<file path="src/rtl/perceptron_comm_controller_n.sv">
// rtl/perceptron_comm_controller_n.sv - UART command controller for an N-input perceptron
// Ports:
//   clk, rst_n              clock, synchronous active-low reset
//   rx_byte, rx_ready       received byte and its level-held valid flag
//   rx_clear                one-cycle pulse: current rx byte consumed
//   tx_busy                 UART transmitter busy
//   tx_byte, tx_send        byte to transmit and its one-cycle strobe
//   weights_in, result_in   live perceptron state, snapshotted for read-back
//   weights_out, inputs_out committed vectors, element i at [i*DATA_WIDTH +: DATA_WIDTH]
//   weight_write, input_write one-cycle commit pulses
module perceptron_comm_controller_n #(
  parameter int N_INPUTS              = 2,
  parameter int DATA_WIDTH            = 16,
  parameter int TIMEOUT_CYCLES        = 120000,
  parameter int OP_READ               = 5,
  parameter int OP_WRITE_WEIGHTS      = 50,
  parameter int OP_WRITE_INPUTS       = 51,
  parameter int OP_READ_RESPONSE      = 100,
  parameter int OP_WRITE_RESPONSE_OK  = 101,
  parameter int OP_WRITE_RESPONSE_ERR = 102
) (
  input  logic                           clk,
  input  logic                           rst_n,
  input  logic [7:0]                     rx_byte,
  input  logic                           rx_ready,
  output logic                           rx_clear,
  input  logic                           tx_busy,
  output logic [7:0]                     tx_byte,
  output logic                           tx_send,
  input  logic [N_INPUTS*DATA_WIDTH-1:0] weights_in,
  input  logic [DATA_WIDTH-1:0]          result_in,
  output logic [N_INPUTS*DATA_WIDTH-1:0] weights_out,
  output logic [N_INPUTS*DATA_WIDTH-1:0] inputs_out,
  output logic                           weight_write,
  output logic                           input_write
);
  localparam int VW  = N_INPUTS * DATA_WIDTH;
  localparam int P   = VW / 8;
  localparam int RB  = DATA_WIDTH / 8;
  localparam int SB  = 1 + P + RB;            // longest response: header + weights + result
  localparam int SW  = SB * 8;
  localparam int BCW = $clog2(P + 1);
  localparam int TCW = $clog2(TIMEOUT_CYCLES + 1);
  localparam int XCW = $clog2(SB + 1);

  localparam logic [7:0]     OPR     = 8'(OP_READ);
  localparam logic [7:0]     OPW     = 8'(OP_WRITE_WEIGHTS);
  localparam logic [7:0]     OPI     = 8'(OP_WRITE_INPUTS);
  localparam logic [7:0]     RSP_RD  = 8'(OP_READ_RESPONSE);
  localparam logic [7:0]     RSP_OK  = 8'(OP_WRITE_RESPONSE_OK);
  localparam logic [7:0]     RSP_ERR = 8'(OP_WRITE_RESPONSE_ERR);
  localparam logic [BCW-1:0] P_B     = BCW'(P);
  localparam logic [TCW-1:0] TMO_MAX = TCW'(TIMEOUT_CYCLES);

  typedef enum logic [2:0] {
    S_IDLE, S_RX_RELEASE, S_RX_PAYLOAD, S_COMMIT, S_TX_LOAD, S_TX_WAIT_HI, S_TX_WAIT_LO
  } state_t;
  typedef enum logic [1:0] {K_NONE, K_WEIGHTS, K_INPUTS} kind_t;

  state_t          state, state_d;
  kind_t           kind;
  logic [BCW-1:0]  byte_cnt;
  logic [TCW-1:0]  tmo_cnt;
  logic [XCW-1:0]  tx_cnt;
  logic [VW-1:0]   staging;
  logic [SW-1:0]   shadow;
  logic            tx_busy_q;

  logic [VW-1:0]   rd_payload, commit_vec;
  logic            consume, commit, send, rx_abort, tx_abort, counting, tmo_hit;

  // Wire order puts element 0 first, MSB byte first; staging fills from the
  // bottom so the first received byte ends up at the top.
  always_comb begin
    rd_payload = '0;
    commit_vec = '0;
    for (int i = 0; i < N_INPUTS; i++) begin
      rd_payload[VW-(i+1)*DATA_WIDTH +: DATA_WIDTH] = weights_in[i*DATA_WIDTH +: DATA_WIDTH];
      commit_vec[i*DATA_WIDTH +: DATA_WIDTH]        = staging[VW-(i+1)*DATA_WIDTH +: DATA_WIDTH];
    end
  end

  assign counting = state inside {S_RX_RELEASE, S_RX_PAYLOAD, S_TX_WAIT_HI, S_TX_WAIT_LO};
  assign tmo_hit  = (tmo_cnt == TMO_MAX);

  always_comb begin
    state_d  = state;
    consume  = 1'b0;
    commit   = 1'b0;
    send     = 1'b0;
    rx_abort = 1'b0;
    tx_abort = 1'b0;
    case (state)
      S_IDLE: if (rx_ready) begin
        consume = 1'b1;
        state_d = S_RX_RELEASE;
      end
      S_RX_RELEASE: begin
        if (tmo_hit) begin
          rx_abort = 1'b1;
          state_d  = S_TX_LOAD;
        end else if (!rx_ready) begin
          if (kind == K_NONE)      state_d = S_TX_LOAD;
          else if (byte_cnt == P_B) state_d = S_COMMIT;
          else                      state_d = S_RX_PAYLOAD;
        end
      end
      S_RX_PAYLOAD: begin
        if (tmo_hit) begin
          rx_abort = 1'b1;
          state_d  = S_TX_LOAD;
        end else if (rx_ready) begin
          consume = 1'b1;
          state_d = S_RX_RELEASE;
        end
      end
      S_COMMIT: begin
        commit  = 1'b1;
        state_d = S_TX_LOAD;
      end
      S_TX_LOAD: if (!tx_busy) begin
        send    = 1'b1;
        state_d = S_TX_WAIT_HI;
      end
      S_TX_WAIT_HI: begin
        if (tmo_hit) begin
          tx_abort = 1'b1;
          state_d  = S_IDLE;
        end else if (tx_busy) begin
          state_d = S_TX_WAIT_LO;
        end
      end
      S_TX_WAIT_LO: begin
        if (tmo_hit) begin
          tx_abort = 1'b1;
          state_d  = S_IDLE;
        end else if (!tx_busy) begin
          state_d = (tx_cnt == '0) ? S_IDLE : S_TX_LOAD;
        end
      end
      default: state_d = S_IDLE;
    endcase
  end

  always_ff @(posedge clk) begin
    if (!rst_n) begin
      state        <= S_IDLE;
      kind         <= K_NONE;
      byte_cnt     <= '0;
      tmo_cnt      <= '0;
      tx_cnt       <= '0;
      staging      <= '0;
      shadow       <= '0;
      tx_busy_q    <= 1'b0;
      rx_clear     <= 1'b0;
      tx_byte      <= '0;
      tx_send      <= 1'b0;
      weights_out  <= '0;
      inputs_out   <= '0;
      weight_write <= 1'b0;
      input_write  <= 1'b0;
    end else begin
      state        <= state_d;
      tx_busy_q    <= tx_busy;
      rx_clear     <= consume;
      tx_send      <= send;
      weight_write <= commit && (kind == K_WEIGHTS);
      input_write  <= commit && (kind == K_INPUTS);

      // Idle time is measured only while waiting mid-packet; leaving those
      // states, consuming a byte or any tx_busy transition restarts it.
      if (!counting || consume || (tx_busy != tx_busy_q)) tmo_cnt <= '0;
      else if (!tmo_hit)                                  tmo_cnt <= tmo_cnt + 1'b1;

      if (consume && state == S_IDLE) begin
        byte_cnt <= '0;
        if (rx_byte == OPW) begin
          kind <= K_WEIGHTS;
        end else if (rx_byte == OPI) begin
          kind <= K_INPUTS;
        end else begin
          kind <= K_NONE;
          if (rx_byte == OPR) begin
            shadow <= {RSP_RD, rd_payload, result_in};
            tx_cnt <= XCW'(SB);
          end else begin
            shadow <= {RSP_ERR, {(SW-8){1'b0}}};
            tx_cnt <= XCW'(1);
          end
        end
      end

      if (consume && state == S_RX_PAYLOAD) begin
        staging  <= (staging << 8) | VW'(rx_byte);
        byte_cnt <= byte_cnt + 1'b1;
      end

      if (commit) begin
        if (kind == K_WEIGHTS) weights_out <= commit_vec;
        else                   inputs_out  <= commit_vec;
        kind   <= K_NONE;
        shadow <= {RSP_OK, {(SW-8){1'b0}}};
        tx_cnt <= XCW'(1);
      end

      if (rx_abort) begin
        staging  <= '0;
        byte_cnt <= '0;
        kind     <= K_NONE;
        shadow   <= {RSP_ERR, {(SW-8){1'b0}}};
        tx_cnt   <= XCW'(1);
      end

      if (send) begin
        tx_byte <= shadow[SW-1 -: 8];
        shadow  <= shadow << 8;
        tx_cnt  <= tx_cnt - 1'b1;
      end

      if (tx_abort) begin
        tx_cnt <= '0;
        shadow <= '0;
      end
    end
  end
endmodule

</file>
<file path="config.mk">
export PLATFORM = sky130hd
export DESIGN_NAME = perceptron_comm_controller_n
export DESIGN_NICKNAME = d
export VERILOG_FILES = /design/src/rtl/perceptron_comm_controller_n.sv
export SDC_FILE = /design/constraint.sdc
export NUM_CORES = 1
export LEC_CHECK = 0
export ABC_AREA = 1
export CAP_MARGIN = 15
export CORE_ASPECT_RATIO = 1.25
export CORE_MARGIN = 8
export CORE_UTILIZATION = 50
export CTS_CLUSTER_SIZE = 10
export DETAILED_ROUTE_END_ITERATION = 6
export GPL_TIMING_DRIVEN = 1
export PLACE_DENSITY = 0.81
export SLEW_MARGIN = 25
export SYNTH_ARGS = -nofsm -noshare
export SYNTH_HDL_FRONTEND = slang
export SYNTH_SLANG_ARGS = --single-unit
export TNS_END_PERCENT = 30
</file>
<file path="constraint.sdc">
create_clock -name clk -period 2.5 [get_ports clk]
set_input_delay 0.5 -clock clk [delete_from_list [all_inputs] [get_ports clk]]
set_output_delay 0.5 -clock clk [all_outputs]
set_load 0.1 [all_outputs]
</file>
==> results of run 1 <==
## per-layer routing
layer  part of all wire [%]  routed length (µm)  vias up  track usage, %
li1                       -                   -     3588               -
met2                     50                9630      174           32.99
met5                      0                   0        -               0
met3                    4.8                 926       40           4.086
met1                     43                8364     3189           23.32
met4                    2.5                 489        0           7.908
## power by group through the flow
stage          Sequential, mW  Combinational (mW)  Clock, mW
5_1_grt                  3.28                1.40       2.96
3_3_place_gp             3.34                1.30          0
4_1_cts                  3.27                1.31       2.83
2_1_floorplan            3.64               0.622          0
3_5_place_dp             3.34                1.30          0
6_report                 3.27                1.30       2.80
## cell type report
cell class                      count  area (µm²)
Clock inverter                     13       173.9
Timing Repair Buffer              153        1379
Fill cell                        1371        5642
Sequential cell                   193        3864
Multi-Input combinational cell    667        3327
Clock buffer                       18       439.2
Tap cell                          212       265.3
Inverter                          128       480.5
## synthesized netlist by cell type
cell type  count  share of area [%]
dfxtp_1      193                 49
xor2_1         4               0.44
a21oi_2       16                1.8
o2111ai_4      1               0.33
nand2_2       14                1.1
nor3_2         1               0.13
nand3_2        2               0.25
xnor2_1        3               0.33
inv_2         16               0.76
nor2_4         2               0.28
nand3_1       30                1.9
nand3_4        3               0.66
o31ai_1        4               0.38
nand2_1      218                 10
nand4_1       11               0.87
inv_1        112                5.3
or2_2          3               0.24
nor3b_1        1              0.095
ha_1           6               0.95
o21ai_2        1               0.11
clkbuf_1      25                1.2
nor2_1        64                3.0
o21ai_1        4               0.25
buf_2         20                1.3
nor2_8         1               0.25
o21bai_1       1              0.095
a211oi_1       1              0.095
buf_6          7               0.99
buf_4          1              0.095
nor4_1         1              0.079
a21boi_1       8               0.76
a21oi_1      143                9.0
o21ai_0      109                6.9
nor2_2         7               0.55
nor3_1         8               0.50
## final timing paths
kind                                 start  slack (ps)          end  cells past startpoint
worst max-delay path            tmo_cnt[0]         470  staging[11]                      9
worst min-delay path             tx_cnt[1]         460    tx_cnt[1]                      2
worst max register to register  tmo_cnt[0]         470  staging[11]                      9
worst min register to register   tx_cnt[1]         460    tx_cnt[1]                      2
## flip-flops by register name (all words and copies together) (netlist names), 3 cells and up
signal and count:
inputs_out 32, byte_cnt 3, shadow 56, staging 32, tx_byte 8, weights_out 32, state 3, tmo_cnt 17
tx_cnt 3
## stage by stage
step,instances,util [%],hold WS [ps]
final,1384,63.77,463.6
after detailed placement,1353,59.83,454.1
after global routing,1384,63.77,483.4
after CTS,1384,63.77,460.9
after floorplan,1041,-,431.1
after global placement,1353,59.83,446.3
## kinds of logic (layout without fill, tap and decap cells)
family	count (synthesis)	in the layout
adder cells (fa/ha/maj)	6	6
flip-flops	193	193
AND/OR/NAND/NOR	366	366
buffers and inverters	181	312
XOR/XNOR	7	7
AO/OA/AOI/OAI	288	288
## worst max-delay path, stage by stage (launching register included)
cell and delay (ps):
dfxtp_1 410, inv_1 90, ha_1 250, nand4_1 120, nor2_2 60, nand2_2 210
nand3_2 240, buf_12 250, o21ai_0 210, a21oi_1 70
==> impl_metrics.py, run 1 <==
metrics = {
    "synth": {
        "synth.distinct_cells": 35,
        "synth_seq_cells": 193,
        "yosysSeqAreaShare_pct": 48.73,
        "yosys-mux-area-fraction_pct": 0,
        "synthAdderAreaFrac_pct": 0.9468,
        "synth_area_mm2": 0.007929,
        "synth_top_family_by_area": "simple AND/OR/NAND/NOR gates",
        "synthSimpleGateAreaFrac_pct": 20.26,
        "synth_nets": 1107,
        "syn_inst": 1041,
        "synth_area_per_cell_um2": 7.617,
        "synth-compound-area-share_pct": 19.69,
        "synth_xor_area_share_pct": 0.7732,
        "yosysWarnings": 0,
    },
    "route": {
        "drc": 0,
        "wl_per_cell_um": 14.03,
        "firstDrtPassIters": 5,
        "viasPerCell": 5.051,
        "ant_nets": 0,
        "drtIter0Drc": 527,
        "vias": 6991,
        "drt-total-wl_um": 19410,
    },
    "placed_design": {
        "pre_cts_ws_ps": 199.6,
        "port_buffers": 135,
        "placed_cell_area_mm2": 0.009315,
        "gp_congestion": 0.8442,
        "hpwl_um": 13520,
    },
    "power": {
        "pwr-share-clk_pct": 37.9,
        "p_int_mw": 5.127,
        "switching_share_pct": 30.44,
        "p_seq_share_pct": 44.4,
        "total_power_mw": 7.371,
        "peakVddDrop_uv": 382.8,
        "p_comb_share_pct": 17.7,
        "powerDensity_mw_per_mm2": 742.4,
        "p_sw_mw": 2.244,
        "leakage_nw": 4.036,
    },
    "worst_hold_path": {
        "hold_path.class": "flip-flop to flip-flop",
    },
    "global_routing": {
        "overflow": 0,
        "grt_max_degree": 66,
        "antenna_found_initial": 0,
        "grt_pass1_vias": 6626,
        "grt_pass1_wl_um": 31770,
        "grt_util_all_layers_pct": 19.42,
    },
    "setup_path": {
        "crit_type": "flip-flop to flip-flop",
        "cp.arrival_ps": 2350,
        "critPathCaptureType": "flip-flop",
        "cp_max_fo": 64,
        "cp.required_ps": 2820,
        "cp-start-kind": "flip-flop",
    },
    "clock_tree": {
        "insertion_delay_ps": 440,
        "cts.repair.resized": 0,
        "cts_buffers": 17,
        "holdBufCountCts": 0,
        "cts_sinks": 193,
        "cts_tree": "yes",
        "cts.path.max_buffers": 2,
        "h-tree-depth": 4,
        "cts_setup_buffers": 0,
        "clockRootBuffer": "clkbuf_16",
        "clk_pin_slew_ps": 70,
    },
    "run": {
        "cap_viol_max_count": 0,
    },
    "layout": {
        "num-nets-final": 1226,
        "fin_area_mm2": 0.009928,
        "drive_gt1_share_pct": 16.47,
        "mostFrequentLayoutCells": "nand2_1, dfxtp_1, a21oi_1",
        "areaGrowthSynthToFinish_pct": 25.22,
        "diodes": 0,
        "final_common_cell": "nand2_1",
    },
    "floorplanning": {
        "dieArea_mm2": 0.02017,
        "chipWidth_um": 128.6,
        "pin_count": 136,
        "initial_core_util_pct": 50.92,
        "rows": 51,
        "die_height_um": 156.8,
        "core_area_mm2": 0.01557,
    },
    "sta": {
        "finalCritPeriodShare_pct": 81.22,
        "report.final.slew_viol_count": 0,
        "finalSetupTns_ps": 0,
        "rsz0062_at_grt": "false",
        "slew_headroom_pct": 64.71,
        "fin_worst_skew_ps": 9.950,
        "hold_viol": 0,
        "period_minus_slack_ps": 2030,
        "worst_slack_ps": 469.5,
        "setup_violations": 0,
        "fmax_ghz": 0.4925,
        "worst_pin_slew_ps": 529.4,
    },
    "outcome": {
        "status": "finished clean",
    },
}
Power figures use the tool's default switching activity.
==> run 2, diff against run 1 <==
==> constraint.sdc (replaced) <==
create_clock -name clk -period 2.1 [get_ports clk]
set_input_delay 0.42 -clock clk [delete_from_list [all_inputs] [get_ports clk]]
set_output_delay 0.42 -clock clk [all_outputs]
set_load 0.1 [all_outputs]
==> run 2 against run 1 <==
Sequential share of layout area fell by 0.63 points. Count of clock-buffer cells in the layout did not move. Largest cell class unchanged. Maximum frequency rose by 4.2%. Critical path depth did not move.
==> impl_metrics.py, run 2 (synthesis gave the netlist of run 1 again) <==
metrics = {
    "outcome": {
        "status": "finished clean",
    },
    "clock_tree": {
        "cts_sinks": 193,
        "clk_pin_slew_ps": 70,
        "cts_tree": "yes",
        "cts_setup_buffers": 0,
        "cts_buffers": 17,
        "insertion_delay_ps": 440,
        "h-tree-depth": 4,
        "clockRootBuffer": "clkbuf_16",
        "cts.path.max_buffers": 2,
    },
    "placed_design": {
        "gp_congestion": 0.8800,
        "port_buffers": 135,
        "hpwl_um": 13720,
    },
    "floorplanning": {
        "chipWidth_um": 128.6,
        "initial_core_util_pct": 50.92,
        "die_height_um": 156.8,
        "dieArea_mm2": 0.02017,
        "pin_count": 136,
        "core_area_mm2": 0.01557,
        "rows": 51,
    },
    "global_routing": {
        "grt_util_all_layers_pct": 19.90,
        "grt_pass1_vias": 6760,
        "grt_pass1_wl_um": 32540,
        "grt_max_degree": 65,
        "overflow": 0,
        "antenna_found_initial": 0,
    },
    "setup_path": {
        "max_stage_delay_ps": 350,
        "r2r_end": "tmo_cnt[11]",
        "cp-start-kind": "flip-flop",
        "r2r_slack_ps": 150,
        "cp.depth": 9,
        "critPathSlowestCell": "dfxtp_1",
        "crit_type": "flip-flop to flip-flop",
        "ff2ff_path_depth": 9,
        "cp.required_ps": 2460,
        "critPathCaptureType": "flip-flop",
        "endpoint": "tmo_cnt[11]",
        "r2r_start": "tmo_cnt[0]",
        "cp_num_buf_inv": 2,
        "cp_cell_sequence": "inv_1, ha_1, nand4_1, nor2_2, nand2_2, nand3_2, buf_4, o2111ai_4, a21oi_1",
        "crit_path_start": "tmo_cnt[0]",
        "cp_top_family": "simple AND/OR/NAND/NOR gates",
        "cp_max_fo": 17,
        "cp.arrival_ps": 2310,
    },
    "layout": {
        "fillerInstances": 1338,
        "regArea_mm2": 0.003864,
        "mostFrequentLayoutCells": "nand2_1, dfxtp_1, a21oi_1",
        "largest_register_ffs": 56,
        "areaGrowthSynthToFinish_pct": 27.27,
        "multi_input_area_mm2": 0.003332,
        "diodes": 0,
        "regMostFlops": "shadow",
        "final_util_pct": 64.81,
        "final_common_cell": "nand2_1",
        "num-nets-final": 1239,
        "drive_gt1_share_pct": 17.54,
    },
    "route": {
        "wl_met3_um": 1277,
        "drc": 0,
        "ant_nets": 0,
        "vias": 7092,
        "drtIter0Drc": 483,
        "firstDrtPassIters": 5,
        "top_layer_used": "met4",
        "drt-total-wl_um": 19490,
        "viasPerCell": 5.073,
        "wl_per_cell_um": 13.94,
        "wl_met2_um": 9700,
        "wl_met1_um": 8133,
    },
    "sta": {
        "finalCritPeriodShare_pct": 92.82,
        "slew_headroom_pct": 64.14,
        "hold_slack_ps": 390.1,
        "period_minus_slack_ps": 1949,
        "fmax_ghz": 0.5130,
        "rsz0062_at_grt": "false",
        "worst_pin_slew_ps": 537.7,
        "setup_violations": 0,
        "finalSetupTns_ps": 0,
        "hold_viol": 0,
        "report.final.slew_viol_count": 0,
        "fin_worst_skew_ps": 10.06,
    },
    "power": {
        "leakage_nw": 4.126,
        "powerDensity_mw_per_mm2": 882.2,
        "peakVddDrop_uv": 448.7,
    },
    "run": {
        "cap_viol_max_count": 0,
    },
    "worst_hold_path": {
        "hold_path.class": "input port to flip-flop",
    },
}
## run 2: cell types whose count changed in the layout (fill, tap and decap cells not counted)
cell	previous run	this run
nor3_1	8	7
clkinvlp_4	1	0
buf_12	7	9
inv_6	3	1
inv_8	3	4
clkinv_8	2	5
nor3_2	1	2
buf_4	87	98
## run 2: worst min-delay path by stage
stage                            from     endpoint  slack [ps]  cells past startpoint
after floorplan           byte_cnt[0]  byte_cnt[0]         430                      1
after global placement     shadow[39]   shadow[39]         450                      2
after detailed placement   shadow[39]   shadow[39]         450                      2
after CTS                       rst_n    tx_busy_q         370                      3
after global routing            rst_n    tx_busy_q         400                      3
final                           rst_n    tx_busy_q         390                      3
## run 2: through the flow
step	power (mW)	cell area, µm²	cells	worst slack, ps
2_1_floorplan	5.077	7929	1041	472.3
3_3_place_gp	5.532	9438	1366	-47.57
3_5_place_dp	5.544	9438	1366	-89.54
4_1_cts	8.953	10090	1398	143.1
5_1_grt	9.256	10090	1398	11.07
6_report	8.903	10090	1398	150.8
## run 2: layer usage
metal / GRT usage [%] / vias to the layer above
met5: 0 / -
met4: 8.020 / 0
met3: 5.005 / 31
met2: 34.17 / 208
met1: 23.13 / 3233
li1: - / 3620
## run 2: where the power goes
part           total [mW]  switching (mW)  leakage [nW]  internal [mW]
clock                3.44            1.56         0.316           1.87
sequential           3.90          0.0999          1.56           3.80
combinational        1.57            1.08          2.25          0.491
## run 2: final cells by class
type                       count  share of cell area, %
tap                          212                  2.629
inverter                     128                  4.761
clock buffer                  18                  4.352
multi-input combinational    667                  33.02
clock inverter                14                  2.071
sequential                   193                  38.29
timing repair buffer         166                  14.88
## run 2: worst min-delay path, stage by stage
cell and delay (ps):
buf_2 210, nand2_1 110, inv_1 30
## run 2: what timing repair did
action	CTS	global route
hold endpoints to repair	0	0
hold buffers	0	0
gates resized for setup	0	1
endpoints found under the setup margin	0	1
